### src/rtl/spi_reg_pkg.sv
`default_nettype none
// ============================================================================
//  Module      : spi_reg_pkg
//  Description : Shared constants and types for the SPI register controller:
//                frame length, register address map and FSM state encoding.
//  Revision    : 1.0 - initial release
// ============================================================================
package spi_reg_pkg;

    localparam int FRAME_BITS = 16;
    localparam int CNT_W      = $clog2(FRAME_BITS + 1);

    localparam logic [6:0] ADDR_EN_OUT_LO = 7'h00;
    localparam logic [6:0] ADDR_EN_OUT_HI = 7'h01;
    localparam logic [6:0] ADDR_EN_PWM_LO = 7'h02;
    localparam logic [6:0] ADDR_EN_PWM_HI = 7'h03;
    localparam logic [6:0] ADDR_DUTY      = 7'h04;

    typedef enum logic [1:0] {
        IDLE   = 2'd0,
        SHIFT  = 2'd1,
        COMMIT = 2'd2
    } state_t;

endpackage
`default_nettype wire

### src/rtl/sync_edge.sv
`default_nettype none
// ============================================================================
//  Module      : sync_edge
//  Description : Multi-stage synchronizer for an asynchronous input followed
//                by a single-flop edge detector.
//  Ports       : clk, rst      - system clock, async active-high reset
//                din           - asynchronous input pin
//                sync          - synchronized level
//                rise / fall   - one-cycle pulses on synchronized edges
//  Revision    : 1.0 - initial release
// ============================================================================
module sync_edge #(
    parameter int   SYNC_STAGES = 2,
    parameter logic RST_VAL     = 1'b0
) (
    input  logic clk,
    input  logic rst,
    input  logic din,
    output logic sync,
    output logic rise,
    output logic fall
);

    logic [SYNC_STAGES-1:0] r_chain;
    logic                   r_prev;

    always_ff @(posedge clk or posedge rst) begin
        if (rst) begin
            r_chain <= {SYNC_STAGES{RST_VAL}};
            r_prev  <= RST_VAL;
        end else begin
            r_chain <= {r_chain[SYNC_STAGES-2:0], din};
            r_prev  <= r_chain[SYNC_STAGES-1];
        end
    end

    assign sync = r_chain[SYNC_STAGES-1];
    assign rise =  sync & ~r_prev;
    assign fall = ~sync &  r_prev;

endmodule
`default_nettype wire

### src/rtl/spi_reg_ctrl.sv
`default_nettype none
// ============================================================================
//  Module      : spi_reg_ctrl
//  Description : SPI-slave (mode 0, write-only) that owns the five 8-bit PWM
//                configuration registers. 16-bit frames: [15] R/W (1=write),
//                [14:8] address, [7:0] data. A frame is committed when nCS
//                rises.
//  Ports       : clk, rst                    - clock, async active-high reset
//                spi_sclk/spi_ncs/spi_copi   - asynchronous SPI pins
//                en_reg_out_7_0 .. pwm_duty_cycle - register contents
//                wr_strobe                   - pulse on register commit
//                frame_err                   - pulse on discarded frame
//  Revision    : 1.0 - initial release
// ============================================================================
module spi_reg_ctrl
    import spi_reg_pkg::*;
#(
    parameter int         SYNC_STAGES = 2,
    parameter logic [6:0] MAX_ADDR    = 7'h04
) (
    input  logic       clk,
    input  logic       rst,
    input  logic       spi_sclk,
    input  logic       spi_ncs,
    input  logic       spi_copi,
    output logic [7:0] en_reg_out_7_0,
    output logic [7:0] en_reg_out_15_8,
    output logic [7:0] en_reg_pwm_7_0,
    output logic [7:0] en_reg_pwm_15_8,
    output logic [7:0] pwm_duty_cycle,
    output logic       wr_strobe,
    output logic       frame_err
);

    localparam int                c_SETTLE_W = $clog2(SYNC_STAGES + 2);
    localparam logic [c_SETTLE_W-1:0] c_SETTLE = c_SETTLE_W'(SYNC_STAGES + 1);
    localparam logic [CNT_W-1:0]  c_FULL     = CNT_W'(FRAME_BITS);

    // ---------------- input conditioning ----------------
    logic w_sclk_sync, w_sclk_rise, w_sclk_fall;
    logic w_ncs_sync, w_ncs_rise_raw, w_ncs_fall_raw;
    logic w_unused;

    sync_edge #(.SYNC_STAGES(SYNC_STAGES), .RST_VAL(1'b0)) u_sclk_sync (
        .clk (clk), .rst (rst), .din (spi_sclk),
        .sync(w_sclk_sync), .rise(w_sclk_rise), .fall(w_sclk_fall)
    );

    sync_edge #(.SYNC_STAGES(SYNC_STAGES), .RST_VAL(1'b1)) u_ncs_sync (
        .clk (clk), .rst (rst), .din (spi_ncs),
        .sync(w_ncs_sync), .rise(w_ncs_rise_raw), .fall(w_ncs_fall_raw)
    );

    assign w_unused = &{1'b0, w_sclk_sync, w_sclk_fall, w_ncs_sync};

    // COPI chain has the same depth as the SCLK chain, so its output is the
    // bit that was on the pin when the synchronized SCLK rise was launched.
    logic [SYNC_STAGES-1:0] r_copi_chain;
    logic                   w_copi;

    always_ff @(posedge clk or posedge rst) begin
        if (rst) r_copi_chain <= '0;
        else     r_copi_chain <= {r_copi_chain[SYNC_STAGES-2:0], spi_copi};
    end
    assign w_copi = r_copi_chain[SYNC_STAGES-1];

    // The nCS chain resets high; if the pin is already low when reset is
    // released, the chain draining to 0 would look like a falling edge.
    // Edges are ignored until the chain and edge flop hold real pin samples,
    // so a frame interrupted by reset is never half-accepted.
    logic [c_SETTLE_W-1:0] r_settle_cnt;
    logic                  w_settled;

    always_ff @(posedge clk or posedge rst) begin
        if (rst)             r_settle_cnt <= '0;
        else if (!w_settled) r_settle_cnt <= r_settle_cnt + 1'b1;
    end
    assign w_settled = (r_settle_cnt == c_SETTLE);

    logic w_ncs_fall, w_ncs_rise;
    assign w_ncs_fall = w_ncs_fall_raw & w_settled;
    assign w_ncs_rise = w_ncs_rise_raw & w_settled;

    // ---------------- FSM ----------------
    state_t r_state, w_state_next;

    always_ff @(posedge clk or posedge rst) begin
        if (rst) r_state <= IDLE;
        else     r_state <= w_state_next;
    end

    always_comb begin
        w_state_next = r_state;
        case (r_state)
            IDLE:    if (w_ncs_fall) w_state_next = SHIFT;
            SHIFT:   if (w_ncs_rise) w_state_next = COMMIT;
            COMMIT:  w_state_next = IDLE;
            default: w_state_next = IDLE;
        endcase
    end

    // ---------------- datapath ----------------
    logic [FRAME_BITS-1:0] r_shift;
    logic [CNT_W-1:0]      r_bit_cnt;
    logic                  r_overrun;
    logic [6:0]            w_addr;
    logic                  w_frame_ok;

    assign w_addr     = r_shift[14:8];
    assign w_frame_ok = (r_bit_cnt == c_FULL) && !r_overrun &&
                        r_shift[15] && (w_addr <= MAX_ADDR);

    always_ff @(posedge clk or posedge rst) begin
        if (rst) begin
            r_shift         <= '0;
            r_bit_cnt       <= '0;
            r_overrun       <= 1'b0;
            en_reg_out_7_0  <= 8'h00;
            en_reg_out_15_8 <= 8'h00;
            en_reg_pwm_7_0  <= 8'h00;
            en_reg_pwm_15_8 <= 8'h00;
            pwm_duty_cycle  <= 8'h00;
            wr_strobe       <= 1'b0;
            frame_err       <= 1'b0;
        end else begin
            wr_strobe <= 1'b0;
            frame_err <= 1'b0;
            case (r_state)
                IDLE: begin
                    if (w_ncs_fall) begin
                        r_shift   <= '0;
                        r_bit_cnt <= '0;
                        r_overrun <= 1'b0;
                    end
                end
                SHIFT: begin
                    // An SCLK edge coincident with the nCS rise is dropped.
                    if (w_sclk_rise && !w_ncs_rise) begin
                        r_shift <= {r_shift[FRAME_BITS-2:0], w_copi};
                        if (r_bit_cnt == c_FULL) r_overrun <= 1'b1;
                        else                     r_bit_cnt <= r_bit_cnt + 1'b1;
                    end
                end
                COMMIT: begin
                    if (w_frame_ok) begin
                        wr_strobe <= 1'b1;
                        case (w_addr)
                            ADDR_EN_OUT_LO: en_reg_out_7_0  <= r_shift[7:0];
                            ADDR_EN_OUT_HI: en_reg_out_15_8 <= r_shift[7:0];
                            ADDR_EN_PWM_LO: en_reg_pwm_7_0  <= r_shift[7:0];
                            ADDR_EN_PWM_HI: en_reg_pwm_15_8 <= r_shift[7:0];
                            ADDR_DUTY:      pwm_duty_cycle  <= r_shift[7:0];
                            default:        ;
                        endcase
                    end else begin
                        frame_err <= 1'b1;
                    end
                end
                default: ;
            endcase
        end
    end

endmodule
`default_nettype wire

### config.mk
export PLATFORM = sky130hd
export DESIGN_NAME = spi_reg_ctrl
export DESIGN_NICKNAME = d
export VERILOG_FILES = /design/src/rtl/spi_reg_pkg.sv /design/src/rtl/sync_edge.sv /design/src/rtl/spi_reg_ctrl.sv
export SDC_FILE = /design/constraint.sdc
export NUM_CORES = 1
export LEC_CHECK = 0
export BUFFER_PORTS_ARGS = -buffer_cell sky130_fd_sc_hd__buf_2
export CORE_ASPECT_RATIO = 0.8
export CORE_MARGIN = 3
export CORE_UTILIZATION = 44
export CTS_CLUSTER_DIAMETER = 200
export DETAILED_ROUTE_END_ITERATION = 10
export GPL_ROUTABILITY_DRIVEN = 0
export PLACE_DENSITY = 0.68
export SYNTH_ARGS = -nofsm -noshare
export SYNTH_HDL_FRONTEND = slang
export SYNTH_HIERARCHICAL = 1
export SYNTH_SLANG_ARGS = --single-unit
### constraint.sdc
create_clock -name clk -period 2.6 [get_ports clk]
set_input_delay 0.52 -clock clk [delete_from_list [all_inputs] [get_ports clk]]
set_output_delay 0.52 -clock clk [all_outputs]
set_load 0.03 [all_outputs]
==> results.toml <==
[run_status]
status = "finished clean"

[power]
p_clk_frac = 0.344
power.internal_mw = 1.634
powerDensity_mw_per_mm2 = 617.1
p_leak_nw = 1.813
comb_power_share = 0.087
netSwitchingFraction = 0.2692
p_sw_mw = 0.6017
ir_drop_mv = 0.3389
p_seq_frac = 0.569

[floorplan]
core_mm2 = 0.006636
core.rowCount = 26
die-width_um = 100.1
ios = 47
start_util = 0.4700
die_h_um = 81.31
die_area_mm2 = 0.008142

[final_layout]
drive_above_1_share = 0.4138
final_nets = 293
fill_cells = 576
design_area_mm2 = 0.003622
diodes = 0
areaGrowthSynthToFinish_pct = 16.13

[grt]
grt_start_max_net_pins = 42
grt_overflow = 0
antenna_found_initial = 0
grt_pass1_wl_um = 10270
grt_pass1_vias = 2017
grt.total_usage = 0.1667

[routing]
drcViolationCount = 0
detail_route.wl_per_cell_um = 16.23
wl_met2_um = 2756
dr_wl_met3_um = 376
ant_nets = 0
vias_per_cell = 5.390
vias = 2016
drtIter0Drc = 102
routed_wl_um = 6071
topRoutingLayerUsed = "met4"
wl_met1_um = 2897
first_pass_iters = 5

[clock_network]
cts_sinks = 76
clockRootBuffer = "clkbuf_8"
hold_buffers = 0
cts_buffers = 9
htreeDepth = 3
cts_tree = "done"
cts_setup_buffers = 0
ctsResizeCount = 0
cts.path.max_buffers = 2
clk_pin_slew_worst_paths_ns = 0.08
insertion_delay_ns = 0.35

[setup_path]
cp_data_arrival_time_ns = 2.42
start_kind = "register"
r2r_start = "r_bit_cnt[0]$_DFFE_PP0P_"
crit_path_start = "r_bit_cnt[0]$_DFFE_PP0P_"
crit_type = "reg2reg"
critPathMaxFanout = 8
end_kind = "register"
worst_ep_required_time_ns = 2.83

[sta]
finalSetupViolCount = 0
hold_viol = 0
period_needed_ns = 2.197
tightest_slew_ns = 0.6410
fin_tns_setup_ns = 0
finClkSkew_ns = 0.009661
drv_slew = 0
rsz0062_at_grt = "false"
period_share = 0.8450
max_freq_mhz = 455.2
relSlewSlack = 0.5720

[flow_run]
maxCapViolations = 0

[yosys]
synth.avg_cell_area_um2 = 13.27
synth_warnings = 6
synth_fp_nets = 243
synth_area_mm2 = 0.003119
synth_cells = 235

[placement]
post_dp_cell_area_mm2 = 0.003453
dpl.hpwl_um = 4108
portBuffers = 46

[min_path]
hold_class = "in2async"
[through the flow]
step	hold slack (ns)	setup WS [ns]	power (mW)	std cells	util
floorplan	0.2736	0.3118	1.424	235	-
global placement	0.3339	0.4585	1.485	358	0.5204
detailed placement	0.3389	0.4230	1.492	358	0.5204
CTS	0.03582	0.4164	2.263	374	0.5458
global route	0.03835	0.3173	2.355	374	0.5458
finish	0.05263	0.4031	2.235	374	0.5458
[routing by layer]
metal | GRT usage | up-vias
met5 | 0 | -
met4 | 0.04980 | 0
met3 | 0.06352 | 4
met2 | 0.2341 | 55
met1 | 0.2397 | 1020
li1 | - | 937
[registers in the layout, indices dropped and copies added (netlist names)]
register and flops:
wr_strobe 1, r_shift 16, u_ncs_sync/r_chain 2, r_overrun 1
en_reg_out_15_8 8, en_reg_out_7_0 8, r_copi_chain 2, en_reg_pwm_7_0 8
r_state 2, en_reg_pwm_15_8 8, r_settle_cnt 2, u_sclk_sync/r_chain 2
u_sclk_sync/r_prev 1, r_bit_cnt 5, pwm_duty_cycle 8, frame_err 1
u_ncs_sync/r_prev 1
[layout by cell type (no fill, tap or decap), types with 2 or more instances in the layout]
cell type	instances
clkbuf_8	9
clkinv_2	2
o31ai_1	3
nand3_1	2
clkinvlp_4	3
buf_4	4
nand2_1	17
dfstp_2	3
nor2b_1	4
nor3b_4	2
mux2_1	2
ha_1	3
or4_1	4
o21ai_0	32
a21oi_1	3
nor3_1	2
mux2_2	39
dfrtp_1	73
inv_1	5
buf_2	46
nor2_1	4
and3b_1	2
[layout make-up]
| type | count | area (um2) | share of cell area |
|---|---|---|---|
| clock buffers | 10 | 127.6 | 0.03523 |
| multi-input cells | 141 | 1140 | 0.3147 |
| well taps | 84 | 105.1 | 0.02902 |
| inverters | 6 | 22.52 | 0.006218 |
| clock inverters | 6 | 41.29 | 0.01140 |
| repair buffers | 51 | 280.3 | 0.07737 |
| flip-flops and latches | 76 | 1906 | 0.5261 |
[worst max-delay path, stage by stage (launching register included)]
cell and delay (ns):
dfrtp_1 0.40, inv_1 0.09, ha_1 0.14, and4bb_2 0.34, nand4_4 0.17, nor3b_4 0.54
mux2_2 0.40
[power by group through the flow]
stage               Sequential, mW  Combinational (mW)  Clock, mW
floorplan                     1.28               0.145          0
global placement              1.29               0.193          0
detailed placement            1.29               0.197          0
CTS                           1.27               0.198      0.794
global route                  1.28               0.223      0.852
finish                        1.27               0.194      0.770
[path summary, 6_finish.rpt]
| check | endpoint | slack [ns] | cells past startpoint |
|---|---|---|---|
| max in group asynchronous | r_bit_cnt[4]$_DFFE_PP0P_ | 1.69 | 3 |
| hold reg to reg | u_sclk_sync/r_chain[1]$_DFF_PP0_ | 0.35 | 0 |
| hold / removal | u_sclk_sync/r_chain[1]$_DFF_PP0_ | 0.05 | 2 |
| min in group clk | u_ncs_sync/r_chain[0]$_DFF_PP1_ | 0.27 | 1 |
| setup / recovery | en_reg_out_15_8[5]$_DFFE_PP0P_ | 0.40 | 6 |
| setup reg to reg | en_reg_out_15_8[5]$_DFFE_PP0P_ | 0.40 | 6 |
Power figures use the tool's default switching activity.
